**src/rtl/fetch_mem_arbiter.sv**
```systemverilog
// Burst arbiter sharing one instruction-memory read port among fetch requesters.
// Define FETCH_ARB_FIXED_PRIORITY_EN for fixed priority (index 0 highest) instead of round-robin.
module fetch_mem_arbiter #(
  parameter int NUM_REQ = 2,
  parameter int LEN_W   = 5,
  parameter int ADDR_W  = 30
) (
  input  logic                      clk,
  input  logic                      rst_n,
  input  logic [NUM_REQ-1:0]        req_valid,
  input  logic [NUM_REQ*ADDR_W-1:0] req_addr,
  input  logic [NUM_REQ*LEN_W-1:0]  req_len,
  output logic [NUM_REQ-1:0]        req_ack,
  input  logic [NUM_REQ-1:0]        req_abort,
  output logic [NUM_REQ-1:0]        req_rvalid,
  output logic [31:0]               req_rdata,
  output logic                      mem_request,
  output logic [ADDR_W-1:0]         mem_addr,
  output logic [LEN_W-1:0]          mem_rlen,
  input  logic                      mem_ack,
  input  logic                      mem_rvalid,
  input  logic [31:0]               mem_rdata,
  output logic                      busy
);

  localparam int GW = (NUM_REQ > 1) ? $clog2(NUM_REQ) : 1;

  typedef enum logic [1:0] {
    IDLE  = 2'd0,
    ISSUE = 2'd1,
    DATA  = 2'd2
  } state_t;

  state_t            state_q;
  state_t            state_d;
  logic [GW-1:0]     grant_q;
  logic [ADDR_W-1:0] addr_q;
  logic [LEN_W-1:0]  len_q;
  logic [LEN_W-1:0]  cnt_q;
  logic              discard_q;
  logic              found;
  logic [GW-1:0]     win;
  logic              abort_g;
  logic              last_word;

`ifndef FETCH_ARB_FIXED_PRIORITY_EN
  logic [GW-1:0]     rr_q;
`endif

  assign abort_g   = req_abort[grant_q];
  assign last_word = mem_rvalid && (cnt_q == len_q);
  assign mem_addr  = addr_q;
  assign mem_rlen  = len_q;
  assign busy      = (state_q != IDLE);

  // Scan downward so the lowest-priority-distance candidate is written last.
  always_comb begin
    int idx;
    found = 1'b0;
    win   = '0;
    idx   = 0;
`ifdef FETCH_ARB_FIXED_PRIORITY_EN
    for (int i = NUM_REQ - 1; i >= 0; i--) begin
      if (req_valid[i]) begin
        found = 1'b1;
        win   = GW'(i);
      end
    end
`else
    for (int k = NUM_REQ - 1; k >= 0; k--) begin
      idx = int'(rr_q) + k;
      if (idx >= NUM_REQ)
        idx = idx - NUM_REQ;
      if (req_valid[idx]) begin
        found = 1'b1;
        win   = GW'(idx);
      end
    end
`endif
  end

  always_comb begin
    state_d     = state_q;
    mem_request = 1'b0;
    req_ack     = '0;
    req_rvalid  = '0;
    req_rdata   = '0;
    unique case (state_q)
      IDLE: begin
        if (found)
          state_d = ISSUE;
      end
      ISSUE: begin
        mem_request = 1'b1;
        if (mem_ack) begin
          req_ack[grant_q] = 1'b1;
          state_d          = DATA;
        end
      end
      DATA: begin
        req_rdata = mem_rdata;
        if (mem_rvalid)
          req_rvalid[grant_q] = ~discard_q & ~abort_g;
        if (last_word)
          state_d = IDLE;
      end
      default: state_d = IDLE;
    endcase
  end

  always_ff @(posedge clk or negedge rst_n) begin
    if (!rst_n) begin
      state_q   <= IDLE;
      grant_q   <= '0;
      addr_q    <= '0;
      len_q     <= '0;
      cnt_q     <= '0;
      discard_q <= 1'b0;
    end else begin
      state_q <= state_d;
      unique case (state_q)
        IDLE: begin
          if (found) begin
            grant_q   <= win;
            addr_q    <= req_addr[int'(win)*ADDR_W +: ADDR_W];
            len_q     <= req_len[int'(win)*LEN_W +: LEN_W];
            discard_q <= 1'b0;
          end
        end
        ISSUE: begin
          if (abort_g)
            discard_q <= 1'b1;
          if (mem_ack)
            cnt_q <= '0;
        end
        DATA: begin
          if (abort_g)
            discard_q <= 1'b1;
          if (mem_rvalid)
            cnt_q <= cnt_q + 1'b1;
        end
        default: ;
      endcase
    end
  end

`ifndef FETCH_ARB_FIXED_PRIORITY_EN
  always_ff @(posedge clk or negedge rst_n) begin
    if (!rst_n)
      rr_q <= '0;
    else if (state_q == ISSUE && mem_ack)
      rr_q <= (grant_q == GW'(NUM_REQ - 1)) ? '0 : grant_q + 1'b1;
  end
`endif

`ifndef SYNTHESIS
  a_rvalid_onehot: assert property (
    @(posedge clk) disable iff (!rst_n) $onehot0(req_rvalid));

  a_req_stable: assert property (
    @(posedge clk) disable iff (!rst_n)
    (mem_request && !mem_ack) |=>
      (mem_request && $stable(mem_addr) && $stable(mem_rlen)));

  a_no_early_rvalid: assert property (
    @(posedge clk) disable iff (!rst_n) mem_rvalid |-> (state_q == DATA));

  for (genvar i = 0; i < NUM_REQ; i++) begin : g_hold
    a_valid_hold: assert property (
      @(posedge clk) disable iff (!rst_n)
      (req_valid[i] && !req_ack[i] && !req_abort[i]) |=> req_valid[i]);
  end
`endif

endmodule

```
**config.mk**
```make
export PLATFORM = sky130hd
export DESIGN_NAME = fetch_mem_arbiter
export DESIGN_NICKNAME = d
export VERILOG_FILES = /design/src/rtl/fetch_mem_arbiter.sv
export SDC_FILE = /design/constraint.sdc
export NUM_CORES = 1
export LEC_CHECK = 0
export CAP_MARGIN = 0
export CORE_MARGIN = 2
export CORE_UTILIZATION = 25
export CTS_BUF_LIST = sky130_fd_sc_hd__clkbuf_4 sky130_fd_sc_hd__clkbuf_8
export DETAILED_ROUTE_END_ITERATION = 8
export PLACE_DENSITY_LB_ADDON = 0.15
export SLEW_MARGIN = 0
export SYNTH_ARGS = -nofsm -noshare
export SYNTH_HDL_FRONTEND = slang
export SYNTH_SLANG_ARGS = --single-unit
```
**constraint.sdc**
```tcl
create_clock -name clk -period 3.91 [get_ports clk]
set_clock_uncertainty 0.15 [all_clocks]
set_input_delay 0.782 -clock clk [delete_from_list [all_inputs] [get_ports clk]]
set_output_delay 0.782 -clock clk [all_outputs]
set_load 0.01 [all_outputs]
```
## After elaboration in Yosys (flattened, before gate mapping)

Cells that the tools add are included.
W data, S select, Z words.

- Register bits after elaboration: 45
- Input bits: 110
- Output and inout port bits: 73
- Logic and storage cells: 79

- Add/subtract/negate cells: 5
- Multipliers: 2
- $lt $le $gt $ge: 6
- Equality and inequality tests: 8
- Shift operators: 2
- Muxes and demuxes: 33
- Bitwise operators: 4
- Reductions and logical operators: 12

Operator list:

| operator | count |
|---|---|
| $mux W32 | 3 |
| $lt A32 B3 Y1 const B | 2 |
| $shiftx A60 B7 Y30 | 1 |
| $mux W1 | 17 |
| $mux W2 | 7 |
| $mux W5 | 2 |
| $pmux W5 S2 | 1 |
| $shiftx A10 B5 Y5 | 1 |
| $reduce_and A3 Y1 | 3 |
| $ne A2 B2 Y1 const B | 4 |
| $pmux W2 S3 | 1 |
| $reduce_bool A2 Y1 | 3 |
| $add A5 B1 Y5 const B | 1 |
| $eq A5 B5 Y1 | 1 |
| $mul A1 B4 Y5 const B | 1 |
| $mul A1 B3 Y4 const B | 1 |
| $logic_and A1 B1 Y1 | 3 |
| $sub A1 B2 Y3 const B | 1 |
| $sub A2 B2 Y3 const B | 1 |
| $add A1 B1 Y2 const B | 1 |
| $and A2 B2 Y2 | 1 |
| $eq A2 B1 Y1 const B | 1 |
| $eq A2 B2 Y1 const B | 1 |
| $ge A1 B2 Y1 const B | 1 |
| 12 further kinds | 13 |

## Logic depth before layout (Yosys ltp)

Gate-level depths: netlist (run 1).

- Depth after elaboration: 10
- Gate-level depth with buffers: 7
- Mapped depth without buffers: 6

## Least setup slack after synthesis (run 1)

OpenSTA, ideal clock, no wires.

- Path type: reg2out
- From: register state_q[0]
- To: output port req_rvalid[1]
- Arrival: 1549 ps
- Required time: 2978 ps
- Setup slack: 1429 ps
- Stages on the path, launching flop included: 7
- Buffers on the path: 2
- Cells stage by stage: dfrtp_1 -> inv_1 -> ha_1 -> buf_2 -> clkbuf_1 -> nand2_1 -> nor4b_1

- Word-level cells in the longest chain between the ends: 2

Ends and longest elaborated chain:

| element | line | text |
|---|---|---|
| start: declaration | 34 | `state_t state_q;` |
| start signal: assignment | 120 | `state_q <= state_d;` |
| $eq A2 B2 Y1 | 88 | `unique case (state_q)` |
| $mux W2 | 88 |  |
| end: declaration | 15 | `output logic [NUM_REQ-1:0] req_rvalid,` |

Every way passes these cells.

## Worst setup path after layout (run 1)

- From: input port mem_rvalid
- To: output port req_rvalid[1]

- Word-level cells in the longest chain between the ends: 2

Ends and longest elaborated chain:

| element | line | text |
|---|---|---|
| start: declaration | 21 | `input logic mem_rvalid,` |
| $mux W2 | 102 | `if (mem_rvalid)` |
| $mux W2 | 88 |  |

Every way passes these cells.

==> results of run 1 <==
[routing by layer]
layer	wire length, um	global-route usage, %	up-vias
met5	0	0	-
met3	956	6.301	7
li1	-	-	1250
met2	3227	21.57	145
met1	3352	16.51	1102
met4	76	3.524	0
[power groups by stage]
stage,combinational [mW],sequential (mW),clock (mW)
after global placement,1.51,0.830,0
after detailed placement,1.52,0.835,0
after CTS,1.52,0.830,0.318
final,1.50,0.826,0.298
after global routing,1.65,0.860,0.337
after floorplan,0.652,0.893,0
[cell usage in the layout, fill, tap and decap left out, types with 3 or more instances in the layout]
cell type and count:
sky130_fd_sc_hd__xor2_1 4, sky130_fd_sc_hd__o21ai_0 21, sky130_fd_sc_hd__nand2_1 40, sky130_fd_sc_hd__xnor2_1 3
sky130_fd_sc_hd__and2_1 32, sky130_fd_sc_hd__clkdlybuf4s50_1 181, sky130_fd_sc_hd__inv_1 5, sky130_fd_sc_hd__a21oi_1 5
sky130_fd_sc_hd__nor2_1 8, sky130_fd_sc_hd__mux2i_1 38, sky130_fd_sc_hd__ha_1 5, sky130_fd_sc_hd__o21ai_1 17
sky130_fd_sc_hd__clkbuf_8 5, sky130_fd_sc_hd__dfrtp_1 45
[kinds of logic after synthesis]
group,after synthesis
buf+inv,22
xor+xnor,7
fa+ha+maj,5
flops,45
simple gates,95
mux,40
compound gates,52
[registers in the layout, indices dropped and copies added, names as in the netlist]
name / count
discard_q: 1
cnt_q: 5
grant_q: 1
state_q: 2
mem_rlen: 5
mem_addr: 30
rr_q: 1
[worst min-delay path, cell delays in order (launching register included)]
cell,delay (ns)
sky130_fd_sc_hd__dfrtp_1,0.35
sky130_fd_sc_hd__nand2_1,0.05
sky130_fd_sc_hd__o21ai_1,0.06
[final timing paths]
| path | startpoint | to | slack [ns] |
|---|---|---|---|
| max | mem_rvalid | req_rvalid[1] | 0.53 |
| min | mem_addr[12] | mem_addr[12] | 0.34 |
| max reg2reg | state_q[0] | cnt_q[4] | 1.91 |
| min reg2reg | mem_addr[12] | mem_addr[12] | 0.34 |
| max in group asynchronous | rst_n | mem_rlen[0] | 2.44 |
| min in group asynchronous | rst_n | mem_addr[19] | 0.51 |
[through the flow]
stage	utilization (%)	worst slack (ns)	power [mW]	cell area (um^2)
after floorplan	-	1.429	1.545	2545
final	46.80	0.5304	2.621	4596
after CTS	46.80	0.5105	2.670	4596
after global routing	46.80	0.4192	2.843	4596
after global placement	45.87	0.5197	2.336	4504
after detailed placement	45.87	0.5136	2.353	4504
[area by class of cell]
type | count | area, um^2
fill | 982 | 5224
sequential | 45 | 1126
multi-input combinational | 199 | 1341
clock inverter | 1 | 7.507
clock buffer | 7 | 83.83
inverter | 5 | 18.77
tap | 133 | 166.4
timing repair buffer | 185 | 1852
==> metrics list, run 1 <==
* Outcome: complete, no violations
- Count of cell types in the netlist: 35
- TritonCTS built the clock tree.
- Maximum net fanout on the critical path: 10
- The cell that appears most often on the critical path is sky130_fd_sc_hd__clkdlybuf4s50_1.
- Launching element type of the critical path: primary input
* Number of nets still failing antenna checks after routing: 0
* Syn nets: 381
* Critical Path, Cell by Cell: clkdlybuf4s50_1, nand2_1, nor4b_1, clkdlybuf4s50_1
* Xor and xnor fraction of the mapped netlist area: 2.409%
- Count of flip-flops with a built-in enable after synthesis: 0
* Portion of total power attributed to the clock network: 11.4%
* Area grow syn2layout: 80.58%
* WHS Path Cells: 2
- Together, buffers and inverters on the worst path number 2.
* Number of setup buffers added after CTS: 0
- The slowest stage of the critical path belongs to the cell sky130_fd_sc_hd__clkdlybuf4s50_1.
- For this run, design rule violations remaining after detail routing come to 0.
* Total of cells resized after clock tree synthesis: 0
* Number of hold violations in the final report: 0
* Proportion of synthesized chip area in sequential cells: 44.25%
- Power density relative to cell area: 570.3 nW/um^2
- Power share of the sequential group: 31.5%
* Dominant combinational cell family by area after synthesis: simple AND/OR/NAND/NOR gates
* Clock sinks: 45
- DRT Pass-1 Iters: 4
- Clock latency on the worst-skew pair, taken at its later pin, is 0.29 ns.
* RSZ-0062 raised after global routing: false
* Cell total after placement: 567
- Class of the tightest hold or removal check: flop to flop
- The die is 104.9 um wide.
* Clock slew at reported path FFs: 0.08 ns
* Wire length of the first global-routing pass: 12,270 um
- After synthesis the netlist holds a flip-flop and latch count of 45.
* Via count of the routed design: 2,504
- Category of the worst setup path capture point: primary output
- Data required time at the worst endpoint: 2.98 ns
- Number of placed I/O pins: 183
* N_diodes: 0
- Finished Layout Cells: 575
- The initial utilization of the core area, before any placement, comes to 25.92%.
- Measured against its own limit, the worst slew margin works out to 30.19%.
* Cell at the root of the clock tree: sky130_fd_sc_hd__clkbuf_8
- Setup violations, final: 0
* Adder-cell share of the synthesized area: 2.458%
- # nets final: 556
* Synthesized-area fraction occupied by ao, oa, aoi and oai cells: 11.26%
- The synthesized netlist occupies a cell area of 2545 um^2.
- The initial antenna violation count was 0.
- Crit path max-delay family: buffers and inverters
- The via count of the first global-routing pass is 2,471.
* Total global routing track utilization: 13.54%
- Net switching is 37.50% of the power.
- The HPWL after detailed placement is 6041 um.
- Yosys printed 0 warnings.
- Maximum clock insertion buffer count: 2
- Worst setup path category: primary input to primary output
- Data arrival time of the critical path: 2.45 ns
- Cells with a size suffix above 1 make up 4.977% of the layout.
* Detailed Route Iter0 Violations: 85
* Per-instance average area after synthesis: 9.567 um^2
* Asr flop ratio synth: 100.0%
- In the routed layout, each cell is associated on average with a via count of 4.355.
- Synth top cells by count: sky130_fd_sc_hd__dfrtp_1 (45), sky130_fd_sc_hd__nand2_1 (40), sky130_fd_sc_hd__mux2i_1 (38), sky130_fd_sc_hd__and2_1 (32), sky130_fd_sc_hd__o21ai_0 (21)
- Buffers inserted to repair hold after CTS numbered 0.
- Basic-gate share of the synthesized area counting and, or, nand and nor cells: 19.71%
* Share of synthesized area spent on multiplexers: 15.98%
- Largest cells by area after synthesis: sky130_fd_sc_hd__dfrtp_1 (44%), sky130_fd_sc_hd__mux2i_1 (15%), sky130_fd_sc_hd__and2_1 (7.9%)
- Port bufs: 182
- The floorplan step defined a die boundary enclosing 11,000 um^2.
- The share of synthesized area in the top cell type comes to 44.25%.
- The total overflow left after global routing is 0.
- Number of levels the H-tree was split into: 2
- Derived from the worst setup path, the maximum achievable clock frequency is 295.9 MHz.
* Min Clock Period, post-route: 3.380 ns
- The die is 104.9 um tall.
- The internal power of the cells totals 1.638 mW.
- Final period util: 86.44%
- Pins over their slew limit: 0
- Lkg Pwr: 1.967 nW
- Wirelength per Cell: 13.24 um
- Across the VDD grid, the largest voltage drop is 0.2788 mV.
* Part of the power in combinational logic: 57.1%
- The routed design has 7613 um of wire.
- Most used standard cell by instance count after synthesis: sky130_fd_sc_hd__dfrtp_1
* Actual slew at the worst max-slew pin: 1.047 ns
- The number of cells on the worst reg-to-reg path is 7.
* Weighted congestion at the end of routability-driven global placement: 0.7593
- The region available for standard cell placement spans 9819 um^2.
- Gate count after technology mapping: 266
* Top flip-flop cell by instance count after synthesis: sky130_fd_sc_hd__dfrtp_1
* NetSw: 0.9830 mW
* Worst hold slack: 0.3395 ns
- Entering global routing, the biggest net connects 64 pins.
* Library cell occupying the most area in the post-synthesis netlist: sky130_fd_sc_hd__dfrtp_1
- On the worst path, the slowest cell contributes a delay of 0.66 ns.
- Max-cap violations in this run came to 0.
* Number of rows in the core area: 36
- Inserted Clock Buffers: 5
* Depth of the critical timing path with buffers and inverters included: 4
- Adding up every negative setup slack in the final design gives 0 ns.
Power figures use the tool's default switching activity.
==> run 2, diff against run 1 <==
==> constraint.sdc (replaced) <==
create_clock -name clk -period 4.1 [get_ports clk]
set_clock_uncertainty 0.15 [all_clocks]
set_input_delay 0.82 -clock clk [delete_from_list [all_inputs] [get_ports clk]]
set_output_delay 0.82 -clock clk [all_outputs]
set_load 0.01 [all_outputs]
==> metrics list, run 2 (synthesis results as in run 1) <==
- Leading cell type in the layout, fill and taps excluded: sky130_fd_sc_hd__clkdlybuf4s50_1
* Worst vdd rail ir drop: 0.2825 mV
- Data required time at the worst endpoint: 3.13 ns
* HPWL after detailed placement: 5957 um
* Power density relative to cell area: 546.3 nW/um^2
- In this run, post-CTS repair resized a total of 0 instances.
* Overall routed net length: 7482 um
* Critical Path, Cell by Cell: clkdlybuf4s50_1, nand2_1, nor4b_1, clkdlybuf4s50_1
- RSZ-0062 raised after global routing: false
* Hold bufs inserted after CTS: 0
- Grt total ovfl: 0
- Pins over their slew limit: 0
- Worst setup path category: primary input to primary output
- In this run the worst path has a maximum fanout of 10.
- Final period util: 86.31%
* Most prevalent standard cell on the critical path: sky130_fd_sc_hd__clkdlybuf4s50_1
- Sum of negative setup slack: 0 ns
- Total global routing track utilization: 13.62%
- The die is 104.9 um wide.
* Clock sinks: 45
* Outcome: complete, no violations
- Inserted Clock Buffers: 5
- Number of remaining DRC errors: 0
- Wire length of the first global-routing pass: 12,290 um
* Via count of the first global-routing pass: 2,473
- In this run the remaining antenna-violating nets after routing total 0.
- N_diodes: 0
- # nets final: 556
- Across the run, the number of max-cap violations was 0.
- Using the TritonRoute via totals, the vias-per-cell ratio works out to 4.377.
- Die Ht: 104.9 um
* Min Clock Period, post-route: 3.539 ns
* Cell total after placement: 567
- Max reg flops: 30
* Number of hold violations in the final report: 0
* WHS Path Cells: 2
- The die covers 11,000 um^2.
- Cell area after layout: 4609 um^2
- At the later pin of the worst-skew pair, clock insertion delay measures 0.30 ns.
- Maximum clock insertion buffer count: 2
* Worst Setup Slack, final: 0.5613 ns
- STA classifies the critical path endpoint as a primary output.
- After the first detailed-routing iteration, the DRC count stood at 78.
- Input and output buffers added on the ports amount to 182.
- DRT Pass-1 Iters: 4
- Lkg Pwr: 1.976 nW
- For this design, the slowest cell found on the critical path is sky130_fd_sc_hd__clkdlybuf4s50_1.
* Weighted congestion at the end of routability-driven global placement: 0.7679
- Actual slew at the worst max-slew pin: 1.028 ns
* Worst setup slack after placement: 0.5835 ns
* Launching element type of the critical path: primary input
- Number of setup buffers added after CTS: 0
- Highest clock frequency the design can meet: 282.6 MHz
* Effective utilization at floorplan: 25.92%
* Area grow syn2layout: 81.12%
* Setup violations, final: 0
- Headroom to the max-slew limit came out at 31.49%.
- The initial antenna violation count came to 0.
- Row generation in the floorplan step produced 36 rows.
* Cell at the root of the clock tree: sky130_fd_sc_hd__clkbuf_8
- CORE AREA: 9819 um^2
- Clock-pin slew was measured on the worst setup and hold paths at 0.09 ns.
- Layout cells sized above 1: 4.977%
- Data arrival time of the critical path: 2.57 ns
* Number of placed I/O pins: 183
* Pin count of the biggest net entering global routing: 63
- # fillers: 992
* Via count of the routed design: 2,517
- In the layout the commonest cells are sky130_fd_sc_hd__clkdlybuf4s50_1 (181), sky130_fd_sc_hd__dfrtp_1 (45), sky130_fd_sc_hd__nand2_1 (40).
- On the worst path, the slowest cell contributes a delay of 0.69 ns.
- In this run the cell area measured after placement is 4504 um^2.
- Depth of the most critical reg-to-reg path: 6
* Number of levels the H-tree was split into: 2
- TritonCTS built the clock tree.
* Wirelength per Cell: 13.01 um
- Once layout is complete, the cells apart from fillers number 575.
- In this run the worst hold path is classified as flop to flop.
[run 2: cell types whose count changed in the layout (fill, tap and decap cells not counted)]
cell                         delta
sky130_fd_sc_hd__inv_6          +1
sky130_fd_sc_hd__clkinvlp_4     -1
sky130_fd_sc_hd__clkbuf_8       +2
sky130_fd_sc_hd__clkbuf_4       -2
[run 2: layer usage]
layer	global-route usage, %	part of all wire (%)
met1	16.40	42
met2	22.50	44
met3	5.864	13
met4	3.143	0.84
met5	0	0
[run 2: cell type report]
cell class | instances | area (um^2) | area share, %
Multi-Input combinational cell | 199 | 1341 | 29.10
Tap cell | 133 | 166.4 | 3.610
Sequential cell | 45 | 1126 | 24.43
Clock buffer | 7 | 96.34 | 2.090
Timing Repair Buffer | 185 | 1852 | 40.17
Inverter | 5 | 18.77 | 0.4072
Clock inverter | 1 | 8.758 | 0.1900
[run 2: stage by stage]
stage / total power, mW / utilization, % / hold slack, ns
2_1_floorplan: 1.473 / - / 0.3129
3_3_place_gp: 2.224 / 45.87 / 0.3101
3_5_place_dp: 2.239 / 45.87 / 0.3207
4_1_cts: 2.572 / 46.94 / 0.3432
5_1_grt: 2.735 / 46.94 / 0.3665
6_report: 2.518 / 46.94 / 0.3333
[run 2: path summary, 6_finish.rpt]
| path | start | endpoint | slack (ns) |
|---|---|---|---|
| max | mem_rvalid | req_rvalid[1] | 0.56 |
| min | mem_addr[4] | mem_addr[4] | 0.33 |
| max reg2reg | state_q[1] | state_q[1] | 2.09 |
| min reg2reg | mem_addr[4] | mem_addr[4] | 0.33 |
| max in group asynchronous | rst_n | mem_rlen[0] | 2.62 |
| min in group asynchronous | rst_n | mem_addr[19] | 0.53 |
[run 2: power by group]
group / total (mW) / internal, mW / leakage [nW] / switching, mW
Sequential: 0.786 / 0.646 / 0.560 / 0.139
Combinational: 1.42 / 0.781 / 1.36 / 0.640
Clock: 0.312 / 0.156 / 0.0549 / 0.156
Total: 2.52 / 1.58 / 1.98 / 0.935
[run 2: critical path: cells and delay by family]
kind	cells	cell delay [ns]
buffers and inverters	2	1.30
AND/OR/NAND/NOR	2	0.46
==> run 3, diff against run 2 <==
--- a/config.mk
+++ b/config.mk
@@ -11,6 +11,7 @@
 export CTS_BUF_LIST = sky130_fd_sc_hd__clkbuf_4 sky130_fd_sc_hd__clkbuf_8
 export DETAILED_ROUTE_END_ITERATION = 8
 export PLACE_DENSITY_LB_ADDON = 0.15
+export RECOVER_POWER = 25
 export SLEW_MARGIN = 0
 export SYNTH_ARGS = -nofsm -noshare
 export SYNTH_HDL_FRONTEND = slang
==> metrics list, run 3 (synthesis results as in run 1) <==
* Cell at the root of the clock tree: sky130_fd_sc_hd__clkbuf_8
- Count of buffering cells on the critical path with inverters included: 2
* Power share of the sequential group: 31.2%
- Clock slew at reported path FFs: 0.09 ns
- N_diodes: 0
- Counting cells, the worst reg-to-reg path comes to 6.
- The worst hold path was traced through 2 stages.
* Violations in the final reports: max-capacitance violations, max-slew violations
- Max-cap violations in this run came to 1.
- The routed design could run at a clock period as short as 3.535 ns.
* Number of setup buffers added after CTS: 0
- Startpoint of the lowest-slack register-to-register path: state_q[1]
- Die Ht: 104.9 um
- Number of nets still failing antenna checks after routing: 0
- Sum of negative setup slack: 0 ns
- Part of the power in combinational logic: 56.4%
* Clock sinks: 45
- The via count of the first global-routing pass is 2,473.
* Routed length on met1: 3094 um
- Capture point of the worst reg-to-reg path: state_q[1]
- In this run the deepest clock path goes through 2 buffers.
* Leading cell type in the layout, fill and taps excluded: sky130_fd_sc_hd__clkdlybuf4s50_1
- Met2 wire len: 3332 um
- Highest clock frequency the design can meet: 282.9 MHz
* Area grow syn2layout: 81.07%
- Entering global routing, the biggest net connects 63 pins.
* Number of placed I/O pins: 183
* RSZ-0062 raised after global routing: false
- The final critical path takes up 86.22% of the cycle.
- Lkg Pwr: 1.974 nW
* Worst setup path category: primary input to primary output
- Pins over their slew limit: 46
* Wire length of the first global-routing pass: 12,290 um
- Launch point of the worst hold path: mem_addr[4]
* Power density relative to cell area: 546.4 nW/um^2
- Launching element type of the critical path: primary input
* Worst vdd rail ir drop: 0.2825 mV
- Cell with the biggest individual delay on the critical path: sky130_fd_sc_hd__clkdlybuf4s50_1
- Highest-count cells in the layout ignoring fill and taps: sky130_fd_sc_hd__clkdlybuf4s50_1 (181), sky130_fd_sc_hd__dfrtp_1 (45), sky130_fd_sc_hd__nand2_1 (40)
- The initial antenna violation count came to 0.
- Overall die width: 104.9 um
- The die covers 11,000 um^2.
- Net switching is 37.13% of the power.
- Grt total ovfl: 0
* Via count of the routed design: 2,517
- For this design the total switching power over the nets is 0.9350 mW.
* Number of levels the H-tree was split into: 2
- Clk Latency, worst-skew pair: 0.29 ns
* Setup violations, final: 0
- Weighted congestion at the end of routability-driven global placement: 0.7679
* CTS tree: done
* Worst max-slew margin expressed relative to the limit: -61.46%
* Effective utilization at floorplan: 25.92%
- DRT Pass-1 Iters: 4
* Inserted Clock Buffers: 5
* Data arrival time of the critical path: 2.56 ns
* Number of remaining DRC errors: 0
- # nets final: 556
* Category of the worst setup path capture point: primary output
- Overall routed net length: 7472 um
- Area of the multi-input gates: 1341 um^2
* Layout cells sized above 1: 4.751%
- Of the total power, the clock network draws 12.4%.
* Class of the tightest hold or removal check: flop to flop
- Signal routing reaches up to met4.
- Post-DR vias/cell: 4.377
- Port bufs: 182
- In the global route stage, overall resource usage came out at 13.62%.
- The path with the worst hold slack has its endpoint at mem_addr[4].
* Most prevalent standard cell on the critical path: sky130_fd_sc_hd__clkdlybuf4s50_1
* Max reg flops: 30
- Actual slew at the worst max-slew pin: 2.422 ns
- For the worst setup path, the data required time is 3.13 ns.
* Crit path max-delay family: buffers and inverters
* Sequential cell area: 1126 um^2
- The signal on the critical path passes through clkdlybuf4s50_1, nand2_1, nor4b_1, clkdlybuf4s50_1.
* # fillers: 992
- After floorplanning, the core was divided into 36 placement rows.
* Number of hold violations in the final report: 0
- The flow ran to the end, but the final reports show violations.
- Across all register-to-register paths, the minimum setup slack is 2.09 ns.
* Met3 wirelength from detailed routing: 982 um
- The number of gates resized after CTS was 0.
* Detailed Route Iter0 Violations: 99
- Hold bufs inserted after CTS: 0
* HPWL after detailed placement: 5957 um
* Internal portion of total power: 1.583 mW
- CORE AREA: 9819 um^2
- Stage delay of the slowest cell on the critical path: 0.69 ns
- Maximum net fanout on the critical path: 10
- Wirelength per Cell: 12.99 um
- Power comes to 2.518 mW.
==> run 3: layer usage <==
metal,GRT usage [%],vias to the layer above
met1,16.40,1118
met3,5.864,5
met2,22.50,141
met5,0,-
li1,-,1253
met4,3.143,0
==> run 3: layout make-up <==
type | instances | area share, %
Timing Repair Buffer | 185 | 40.16
Multi-Input combinational cell | 199 | 29.11
Sequential cell | 45 | 24.44
Tap cell | 133 | 3.611
Clock buffer | 7 | 2.091
Inverter | 5 | 0.4073
Clock inverter | 1 | 0.1901
==> run 3: worst max-delay path by stage <==
| stage | endpoint | from | depth (start not counted) |
|---|---|---|---|
| finish | req_rvalid[1] | mem_rvalid | 4 |
| CTS | req_rvalid[1] | mem_rvalid | 4 |
| global placement | req_rvalid[1] | mem_rvalid | 4 |
| detailed placement | req_rvalid[1] | mem_rvalid | 4 |
| floorplan | req_rvalid[1] | state_q[0] | 6 |
| global route | req_rvalid[1] | mem_rvalid | 4 |
==> run 3: tightest hold or removal path: stages, from the launching register on <==
cell and delay, ns:
sky130_fd_sc_hd__dfrtp_1 0.35, sky130_fd_sc_hd__nand2_1 0.04, sky130_fd_sc_hd__o21ai_0 0.06
==> run 3: power groups by stage <==
stage | clock network, mW | logic [mW] | registers (mW)
floorplan | 0 | 0.622 | 0.851
global placement | 0 | 1.43 | 0.790
detailed placement | 0 | 1.44 | 0.796
CTS | 0.332 | 1.45 | 0.792
global route | 0.346 | 1.57 | 0.822
finish | 0.312 | 1.42 | 0.785
==> run 3: through the flow <==
step	worst slack [ns]	utilization, %	instance area (um^2)	instances	hold WS (ns)
2_1_floorplan	1.581	-	2545	266	0.3129
3_3_place_gp	0.6215	45.87	4504	567	0.3101
3_5_place_dp	0.5835	45.87	4504	567	0.3207
4_1_cts	0.5794	46.94	4609	575	0.3432
5_1_grt	0.4686	46.93	4608	575	0.3665
6_report	0.5651	46.93	4608	575	0.3333
